File: config.mk
export PLATFORM = sky130hd
export DESIGN_NAME = edlo_sum_uart_tx
export DESIGN_NICKNAME = d
export VERILOG_FILES = /design/src/rtl/edlo_pkg.sv /design/src/rtl/edlo_sync_fifo.sv /design/src/rtl/edlo_sum_uart_tx.sv
export SDC_FILE = /design/constraint.sdc
export NUM_CORES = 1
export LEC_CHECK = 0
export CAP_MARGIN = 15
export CORE_ASPECT_RATIO = 1.4
export CORE_MARGIN = 8
export CORE_UTILIZATION = 60
export DETAILED_ROUTE_END_ITERATION = 8
export PLACE_DENSITY = 0.76
export SLEW_MARGIN = 5
export SYNTH_ARGS = -nofsm -noshare
export SYNTH_HDL_FRONTEND = slang
export SYNTH_SLANG_ARGS = --single-unit
File: constraint.sdc
create_clock -name clk -period 5.5 [get_ports clk]
set_input_delay 0.55 -clock clk [delete_from_list [all_inputs] [get_ports clk]]
set_output_delay 0.55 -clock clk [all_outputs]
set_load 0.01 [all_outputs]
File: src/rtl/edlo_pkg.sv
// Shared definitions for the serial transmitter of the adder result byte.
//   tx_state_e           : transmitter FSM states
//   DEFAULT_CLKS_PER_BIT : 50 MHz clock / 115200 baud
//   DEFAULT_FIFO_DEPTH   : byte entries in the input buffer
//   BYTE_W               : width of one buffered byte
//   even_parity()        : parity bit that makes the total count of ones even
package edlo_pkg;

    typedef enum logic [2:0] {
        ST_IDLE   = 3'd0,
        ST_START  = 3'd1,
        ST_DATA   = 3'd2,
        ST_PARITY = 3'd3,
        ST_STOP   = 3'd4
    } tx_state_e;

    localparam int DEFAULT_CLKS_PER_BIT = 434;
    localparam int DEFAULT_FIFO_DEPTH   = 4;
    localparam int BYTE_W               = 8;

    function automatic logic even_parity(input logic [BYTE_W-1:0] b);
        return ^b;
    endfunction

endpackage

File: src/rtl/edlo_sync_fifo.sv
// Single-clock byte FIFO feeding the serial transmitter.
//   clk       : clock, rising edge
//   rst_n     : asynchronous active-low reset (pointers and count only)
//   push      : write push_data this edge (ignored when full)
//   push_data : byte to store
//   pop       : drop the head entry this edge (ignored when empty)
//   pop_data  : head entry, valid while not empty
//   count     : number of stored entries, 0..DEPTH
//   full      : count == DEPTH
//   empty     : count == 0
// DEPTH must be a power of two (>= 2) so the pointers wrap naturally.
module edlo_sync_fifo
    import edlo_pkg::*;
#(
    parameter int DEPTH = DEFAULT_FIFO_DEPTH,
    localparam int PTR_W = (DEPTH > 1) ? $clog2(DEPTH) : 1,
    localparam int CNT_W = $clog2(DEPTH + 1)
) (
    input  logic              clk,
    input  logic              rst_n,
    input  logic              push,
    input  logic [BYTE_W-1:0] push_data,
    input  logic              pop,
    output logic [BYTE_W-1:0] pop_data,
    output logic [CNT_W-1:0]  count,
    output logic              full,
    output logic              empty
);

    logic [BYTE_W-1:0] mem [DEPTH];
    logic [PTR_W-1:0]  wr_ptr;
    logic [PTR_W-1:0]  rd_ptr;
    logic              do_push;
    logic              do_pop;

    assign full     = (count == CNT_W'(DEPTH));
    assign empty    = (count == '0);
    // A full FIFO refuses a push even when a pop frees a slot at the same edge.
    assign do_push  = push & ~full;
    assign do_pop   = pop & ~empty;
    assign pop_data = mem[rd_ptr];

    always_ff @(posedge clk or negedge rst_n) begin
        if (!rst_n) begin
            wr_ptr <= '0;
            rd_ptr <= '0;
            count  <= '0;
        end else begin
            if (do_push) wr_ptr <= wr_ptr + 1'b1;
            if (do_pop)  rd_ptr <= rd_ptr + 1'b1;
            case ({do_push, do_pop})
                2'b10:   count <= count + 1'b1;
                2'b01:   count <= count - 1'b1;
                default: count <= count;
            endcase
        end
    end

    // Storage carries no reset; only the pointers decide what is valid.
    always_ff @(posedge clk) begin
        if (do_push) mem[wr_ptr] <= push_data;
    end

endmodule

File: src/rtl/edlo_sum_uart_tx.sv
// Buffered UART transmitter for the adder result byte.
//   clk        : clock, rising edge
//   rst_n      : asynchronous active-low reset; aborts any frame
//   ena        : design enable; 0 freezes FSM, timer, shift register, FIFO
//   data_in    : byte to send
//   data_valid : data_in holds a byte to send
//   data_ready : byte can be accepted this cycle (FIFO not full and ena)
//   tx         : serial line, start bit, 8 data bits LSB first,
//                optional even parity, stop bit; idle high
//   busy       : FIFO non-empty or frame in progress
//   fifo_count : number of buffered bytes
module edlo_sum_uart_tx
    import edlo_pkg::*;
#(
    parameter int CLKS_PER_BIT = DEFAULT_CLKS_PER_BIT,
    parameter int PARITY_EN    = 0,
    parameter int FIFO_DEPTH   = DEFAULT_FIFO_DEPTH
) (
    input  logic       clk,
    input  logic       rst_n,
    input  logic       ena,
    input  logic [7:0] data_in,
    input  logic       data_valid,
    output logic       data_ready,
    output logic       tx,
    output logic       busy,
    output logic [2:0] fifo_count
);

    localparam int          CNT_W    = $clog2(FIFO_DEPTH + 1);
    localparam logic [15:0] BIT_LOAD = 16'(CLKS_PER_BIT - 1);

    tx_state_e         state;
    tx_state_e         state_nxt;
    logic [15:0]       timer;
    logic [15:0]       timer_nxt;
    logic [2:0]        bit_idx;
    logic [2:0]        bit_idx_nxt;
    logic [BYTE_W-1:0] shift_reg;
    logic [BYTE_W-1:0] shift_nxt;
    logic              par_bit;
    logic              par_nxt;
    logic              load_frame;
    logic              pop_req;

    logic              push;
    logic [BYTE_W-1:0] fifo_head;
    logic [CNT_W-1:0]  fifo_cnt;
    logic              fifo_full;
    logic              fifo_empty;

    assign data_ready = ~fifo_full & ena;
    assign push       = data_valid & data_ready;
    assign fifo_count = 3'(fifo_cnt);
    assign busy       = (state != ST_IDLE) | ~fifo_empty;

    edlo_sync_fifo #(
        .DEPTH (FIFO_DEPTH)
    ) u_fifo (
        .clk       (clk),
        .rst_n     (rst_n),
        .push      (push),
        .push_data (data_in),
        .pop       (pop_req),
        .pop_data  (fifo_head),
        .count     (fifo_cnt),
        .full      (fifo_full),
        .empty     (fifo_empty)
    );

    always_ff @(posedge clk or negedge rst_n) begin
        if (!rst_n) begin
            state   <= ST_IDLE;
            timer   <= '0;
            bit_idx <= '0;
        end else begin
            state   <= state_nxt;
            timer   <= timer_nxt;
            bit_idx <= bit_idx_nxt;
        end
    end

    // Payload registers need no reset: they are only read after a load.
    always_ff @(posedge clk) begin
        shift_reg <= shift_nxt;
        par_bit   <= par_nxt;
    end

    always_comb begin
        state_nxt   = state;
        timer_nxt   = timer;
        bit_idx_nxt = bit_idx;
        shift_nxt   = shift_reg;
        par_nxt     = par_bit;
        load_frame  = 1'b0;
        pop_req     = 1'b0;

        // With ena low every *_nxt keeps its default, freezing the FSM.
        if (ena) begin
            case (state)
                ST_IDLE: begin
                    if (!fifo_empty) load_frame = 1'b1;
                end
                ST_START: begin
                    if (timer == '0) begin
                        state_nxt = ST_DATA;
                        timer_nxt = BIT_LOAD;
                    end else begin
                        timer_nxt = timer - 1'b1;
                    end
                end
                ST_DATA: begin
                    if (timer == '0) begin
                        timer_nxt   = BIT_LOAD;
                        shift_nxt   = {1'b0, shift_reg[BYTE_W-1:1]};
                        // 3-bit index wraps 7 -> 0 as the last data bit ends.
                        bit_idx_nxt = bit_idx + 1'b1;
                        if (bit_idx == 3'd7) begin
                            state_nxt = (PARITY_EN != 0) ? ST_PARITY : ST_STOP;
                        end
                    end else begin
                        timer_nxt = timer - 1'b1;
                    end
                end
                ST_PARITY: begin
                    if (timer == '0) begin
                        state_nxt = ST_STOP;
                        timer_nxt = BIT_LOAD;
                    end else begin
                        timer_nxt = timer - 1'b1;
                    end
                end
                ST_STOP: begin
                    if (timer == '0) begin
                        // Chain straight into the next frame when bytes wait.
                        if (!fifo_empty) load_frame = 1'b1;
                        else             state_nxt  = ST_IDLE;
                    end else begin
                        timer_nxt = timer - 1'b1;
                    end
                end
                default: begin
                    state_nxt = ST_IDLE;
                    timer_nxt = '0;
                end
            endcase
        end

        if (load_frame) begin
            pop_req   = 1'b1;
            shift_nxt = fifo_head;
            par_nxt   = even_parity(fifo_head);
            timer_nxt = BIT_LOAD;
            state_nxt = ST_START;
        end
    end

    // tx decodes registered state, so it holds while frozen and goes high
    // the moment reset forces IDLE.
    always_comb begin
        tx = 1'b1;
        case (state)
            ST_START:  tx = 1'b0;
            ST_DATA:   tx = shift_reg[0];
            ST_PARITY: tx = par_bit;
            default:   tx = 1'b1;
        endcase
    end

endmodule

Word level (Yosys, flattened, before mapping)
Memories as Yosys holds them, arrays and structs flattened.
Cells that the tools add are included.

cells by class
  add/subtract/negate cells = 6
  eq/ne operators = 16
  multiplexer cells = 27
  bitwise logic cells = 7
  reductions and logical operators = 14

operators by type and width
  operator               count
  $mux 16                4
  $pmux 16 s3            1
  $mux 8                 4
  $mux 3                 8
  $ne 3x3->1 const B     7
  $logic_not 16->1       1
  $sub 16x1->16 const B  1
  $pmux 3 s5             1
  $eq 3x3->1 const B     3
  $reduce_and 3->1       3
  $reduce_and 8->1       1
  $reduce_bool 2->1      4
  $reduce_xor 8->1       1
  $add 3x1->3 const B    2
  $eq 3x2->1 const B     2
  $logic_not 3->1        2
  $mux 1                 6
  $pmux 3 s2             1
  $add 2x1->2 const B    2
  $and 1x1->1            4
  $eq 3x1->1 const B     1
  $pmux 1 s3             1
  $reduce_bool 3->1      1
  $reduce_or 3->1        1
  other kinds (7)        8

word-level totals
  register bits = 38
  memory bits (writable) = 32
  input bits = 12
  output and inout port bits = 6
  logic and storage cells = 79
  memories kept = 1

memory list
  name        words  width  read ports  clocked after Yosys merged registers in  write ports  RTL line              source
  u_fifo.mem  4      8      1           0                                        1            edlo_sync_fifo.sv:30  logic [BYTE_W-1:0] mem [DEPTH];

Depth between registers and ports, before layout
  word-level depth = 9
  gate-level depth with buffers = 11
  mapped depth without buffers = 10

Cells and area by module
A second synthesis with hierarchy kept.

second synthesis, totals
  cells, all modules = 262
  area total of the unflattened synthesis = 3447.1 um^2

modules (own cells, without submodules)
  module            times used  cells an instance  area each (um^2)  sequential area each (um^2)
  edlo_sum_uart_tx  1           183                1854.3            820.8
  edlo_sync_fifo    1           79                 1592.8            1136.1

Least setup slack after synthesis
No wires, ideal clock.

  path kind = register -> register
  start = reg timer[0]
  end = reg u_fifo.count[1]
  library setup time = 0.125 ns
  arrival time = 2.795 ns
  data required time = 5.375 ns
  slack = 2.580 ns
  cell stages (with the launch flop) = 10
  path buffers = 1
  period minus slack after synthesis = 2.920 ns
  cells stage by stage = dfrtp_1 > inv_1 > ha_1 > nor3b_1 > nand4_1 > a2111oi_2 > buf_2 > ha_1 > fa_1 > mux2_2

between the ends
  cells in the longest elaborated chain, start to end = 8
  elaborated cells between the ends (all ways) = 10
  classes of those cells = 2 x eq/ne; 5 x mux; 1 x bitwise; 2 x reduce/logical

RTL lines
  what                                                    RTL line                 source
  start: declaration                                      edlo_sum_uart_tx.sv:35   logic [15:0] timer;
  start signal: assignment                                edlo_sum_uart_tx.sv:78   timer <= timer_nxt;
  $logic_not 16->1 (*)                                    edlo_sum_uart_tx.sv:134  if (timer == '0) begin
  $mux 1 (*)                                              edlo_sum_uart_tx.sv:134
  $pmux 1 s2 (*)                                          edlo_sum_uart_tx.sv:100  case (state)
  $mux 1 (*)                                              edlo_sum_uart_tx.sv:99   if (ena) begin
  $mux 1 (*)                                              edlo_sum_uart_tx.sv:149  if (load_frame) begin
  $and 1x1->1 (*)                                         edlo_sync_fifo.sv:40     assign do_pop = pop & ~empty;
  via u_fifo.do_pop                                       edlo_sync_fifo.sv:34     logic do_pop;
  $eq 2x1->1 / $eq 2x2->1 (equally long branches)         edlo_sync_fifo.sv:51     case ({do_push, do_pop})
  $pmux 3 s2 / $reduce_bool 2->1 (equally long branches)  -
  end signal: assignment                                  edlo_sync_fifo.sv:52     2'b10: count <= count + 1'b1;
  end signal: assignment                                  edlo_sync_fifo.sv:53     2'b01: count <= count - 1'b1;
  end signal: assignment                                  edlo_sync_fifo.sv:54     default: count <= count;
  end: declaration                                        edlo_sync_fifo.sv:25     output logic [CNT_W-1:0] count,

Mark *: on every way through the listed nets, which the timed path passes. The rest lies on a longest branch.
A chain may end at the register's enable or synchronous reset.

Worst setup path after layout
  start = reg timer[2]
  end = reg u_fifo.count[1]

between the ends
  cells in the longest elaborated chain, start to end = 8
  elaborated cells between the ends (all ways) = 10
  classes of those cells = 2 x eq/ne; 5 x mux; 1 x bitwise; 2 x reduce/logical

RTL lines
  what                                                    RTL line
  $logic_not 16->1 (*)                                    edlo_sum_uart_tx.sv:134
  $mux 1 (*)                                              edlo_sum_uart_tx.sv:134
  $pmux 1 s2 (*)                                          edlo_sum_uart_tx.sv:100
  $mux 1 (*)                                              edlo_sum_uart_tx.sv:99
  $mux 1 (*)                                              edlo_sum_uart_tx.sv:149
  $and 1x1->1 (*)                                         edlo_sync_fifo.sv:40
  $eq 2x1->1 / $eq 2x2->1 (equally long branches)         edlo_sync_fifo.sv:51
  $pmux 3 s2 / $reduce_bool 2->1 (equally long branches)  -

Mark *: on every way between the ends. The rest lies on a longest branch, timed or not.

==> summary.md <==
| Metric | Value |
|---|---|
| Critical Path Fanout Max | `12` |
| Reg clk slew, reported paths | `0.07 ns` |
| Max Freq | `293.4 MHz` |
| Final #Nets | `301` |
| Avg Cell Area, Syn | `13.02 um^2` |
| Largest delay contributor family on the critical path | `simple AND/OR/NAND/NOR gates` |
| CTS Hold Bufs | `0` |
| Vias in the first global route | `2186` |
| Inserted Clock Buffers | `9` |
| Cell area after synthesis | `3398 um^2` |
| Max FFs per register | `32` |
| CTS tree | `done` |
| Cell with the most instances after synthesis | `edfxtp_1` |
| Worst Hold Class | `flop to flop` |
| Main synth FF type | `edfxtp_1` |
| Worst skew pair latency | `0.33 ns` |
| Ys Warns | `0` |
| Routed wire length per instance | `17.72 um` |
| DP HPWL | `4467 um` |
| Io pins | `18` |
| DR vias/cell | `6.162` |
| Rel. slew slack | `0.4641` |
| Setup violators final | `0` |
| Placed Cells | `336` |
| Post-CTS Setup Repair Bufs | `0` |
| Minimum clock period after layout | `3.408 ns` |
| P&R area growth vs syn | `11.12%` |
| WP buf/inv | `1` |
| Post-Route WL | `6237 um` |
| Hold path start | `bit_idx[0]` |
| Slowest CP cell | `nor4_1` |
| Largest net degree at the start of global routing | `30` |
| Worst Tran Pin Value | `0.8038 ns` |
| Resize count post-CTS | `0` |
| Max VDD drop | `0.0002313 V` |
| Syn Nets | `283` |
| PortBufs | `17` |
| CTS Sinks | `70` |
| Post-DRT Antenna Nets | `0` |
| Max-cap viol count | `0` |
| Core Box Area | `5485 um^2` |
| Peak per-stage delay on the critical path | `0.64 ns` |
| Post-synth top area share | `0.3623` |
| Layout cells sized above 1 | `0.1549` |
| Post-synth EDFFs | `41` |
| Status | `complete, no violations` |
| Seq/Total Area, Yosys | `0.5758` |
| Worst setup SP type | `flop` |
| Crit-path cells | `nor4_1 > nand4_1 > a2111oi_2 > buf_4 > ha_1 > fa_1 > mux2_2` |
| Slew Viols, Final | `0` |
| # DRC | `0` |
| Clock skew | `0.008629 ns` |
| Register bit total from synthesis | `70` |
| # diodes | `0` |
| Post-synthesis cell type count | `52` |
| Setup CP Type | `flop to flop` |
| First-pass GRT wire length | `10620 um` |
| Crit Reg-Reg Startpoint | `timer[2]` |
| Hold Crit Depth | `1` |
| Die H | `105.0 um` |
| Die area | `8362 um^2` |
| Global-route usage over all layers | `0.1650` |
| Final hold viol count | `0` |
| Worst setup EP type | `flop` |
| Vias post-DR | `2169` |
| P per Cell Area | `426.4 nW/um^2` |
| Root Buffer | `clkbuf_8` |
| Row count | `32` |
| Hold endpoint | `bit_idx[0]` |
| H-tree depth | `3` |
| Routability cong. | `0.8446` |
| Internal reg-to-reg setup slack | `2.09 ns` |
| Most frequent cells after synthesis | `edfxtp_1 (41), dfrtp_1 (29), nor2_1 (15)` |
| Synth area leaders | `edfxtp_1 (36%), dfrtp_1 (21%), mux4_2 (5.3%)` |
| Post-Layout Cell Count | `352` |
| Pwr Total | `1.610 mW` |
| CTS Buffer Depth | `2` |
| Yosys top cell by area | `edfxtp_1` |
| Final period utilization | `0.6196` |
| Arr. time, crit path | `3.63 ns` |
| Initial DRT Pass Iterations | `4` |
| Reg2reg end | `u_fifo.count[1]` |
| RSZ-0062 raised after global routing | `no` |
| Post-Synthesis Cells | `261` |
| WP data required | `5.72 ns` |
| Worst reg2reg path depth | `7` |
| 1st-iter DRT viols | `142` |
| Initial antenna violation count | `0` |
| Post-route setup TNS | `0 ns` |
| Ys async rst share | `0.4143` |
| P_leak | `1.392 nW` |
| GRT Residual Overflow | `0` |
| Initial cell density of the core | `0.6195` |
| Die X-Extent | `79.61 um` |
==> per-layer routing <==
layer | GRT usage | routed length, um | part of all wire | vias to the layer above
met2 | 0.2940 | 3541 | 0.57 | 34
met5 | 0 | 0 | 0 | -
met4 | 0.09176 | 135 | 0.022 | 0
met1 | 0.1695 | 2372 | 0.38 | 1088
li1 | - | - | - | 1035
met3 | 0.03859 | 188 | 0.030 | 12
==> placed cells by master (no fill, tap or decap), types with 2 or more instances in the layout <==
cell type        synthesis  layout
dfrtp_1                 29      29
o31ai_1                  6       6
mux4_2                   8       8
clkdlybuf4s50_1          0      17
and2_1                   2       2
or2_2                    2       2
clkbuf_1                11       4
clkbuf_8                 0       9
a32oi_1                  2       2
a22oi_1                  3       3
nand2_1                 12      12
nand3_1                  5       5
o22ai_1                  2       2
buf_4                    0       2
mux2_2                  10      10
or4_2                    2       2
or3_2                    2       2
edfxtp_1                41      41
inv_1                    8       8
nor3_1                   6       6
and3_1                   5       5
o21ai_0                  8       8
a21oi_1                 13      13
o41ai_1                  2       2
nor2_1                  15      15
xor2_1                   5       5
o211a_1                  2       2
or3_1                    3       3
mux2i_1                  2       2
xnor2_1                 12      12
nand2b_1                 2       2
nor4_1                   4       4
ha_1                     9       9
clkinv_2                 0       3
or4_4                    3       3
or4_1                    5       5
==> cell families after synthesis <==
group,after synthesis,synth area share
AOI/OAI and AO/OA,48,0.09757
xor gates and xnor gates,17,0.04381
and+or+nand+nor,75,0.1263
adders and majority gates,11,0.04197
muxes,20,0.09205
buffers and inverters,20,0.02246
DFF,70,0.5758
==> where the power goes <==
part	internal (mW)	switching, mW	total [mW]
clock	0.162	0.173	0.335
combinational	0.260	0.220	0.481
sequential	0.663	0.131	0.795
total	1.09	0.525	1.61
==> how the worst max path moves through the flow <==
stage	start	end	slack, ns	depth (start not counted)
detailed placement	ena	u_fifo.count[2]	2.05	10
global route	timer[2]	u_fifo.count[1]	1.96	7
floorplan	timer[0]	u_fifo.count[1]	2.58	9
finish	timer[2]	u_fifo.count[1]	2.09	7
CTS	timer[2]	u_fifo.count[1]	2.22	7
global placement	ena	u_fifo.count[2]	2.11	10
==> worst register-to-register path, stage by stage, from the launching register on <==
cell and delay (ns):
dfrtp_1 0.43, nor4_1 0.65, nand4_1 0.56, a2111oi_2 0.49, buf_4 0.26, ha_1 0.23, fa_1 0.42, mux2_2 0.27
==> final cells by class <==
class	instances	area [um^2]
fillers	407	1709
multi-input cells	171	1365
inverters	8	30.03
clock inverters	3	15.01
well taps	68	85.08
repair buffers	19	185.2
flip-flops and latches	70	1957
clock buffers	13	138.9
==> metrics by stage <==
step                hold WS [ns]  area [um^2]  utilization  setup WS [ns]
floorplan                 0.2544         3398            -          2.580
global placement          0.4737         3622       0.6604          2.113
detailed placement        0.4757         3622       0.6604          2.054
CTS                       0.4880         3776       0.6884          2.225
global route              0.5157         3776       0.6884          1.957
finish                    0.4834         3776       0.6884          2.092
Power figures use the tool's default switching activity.
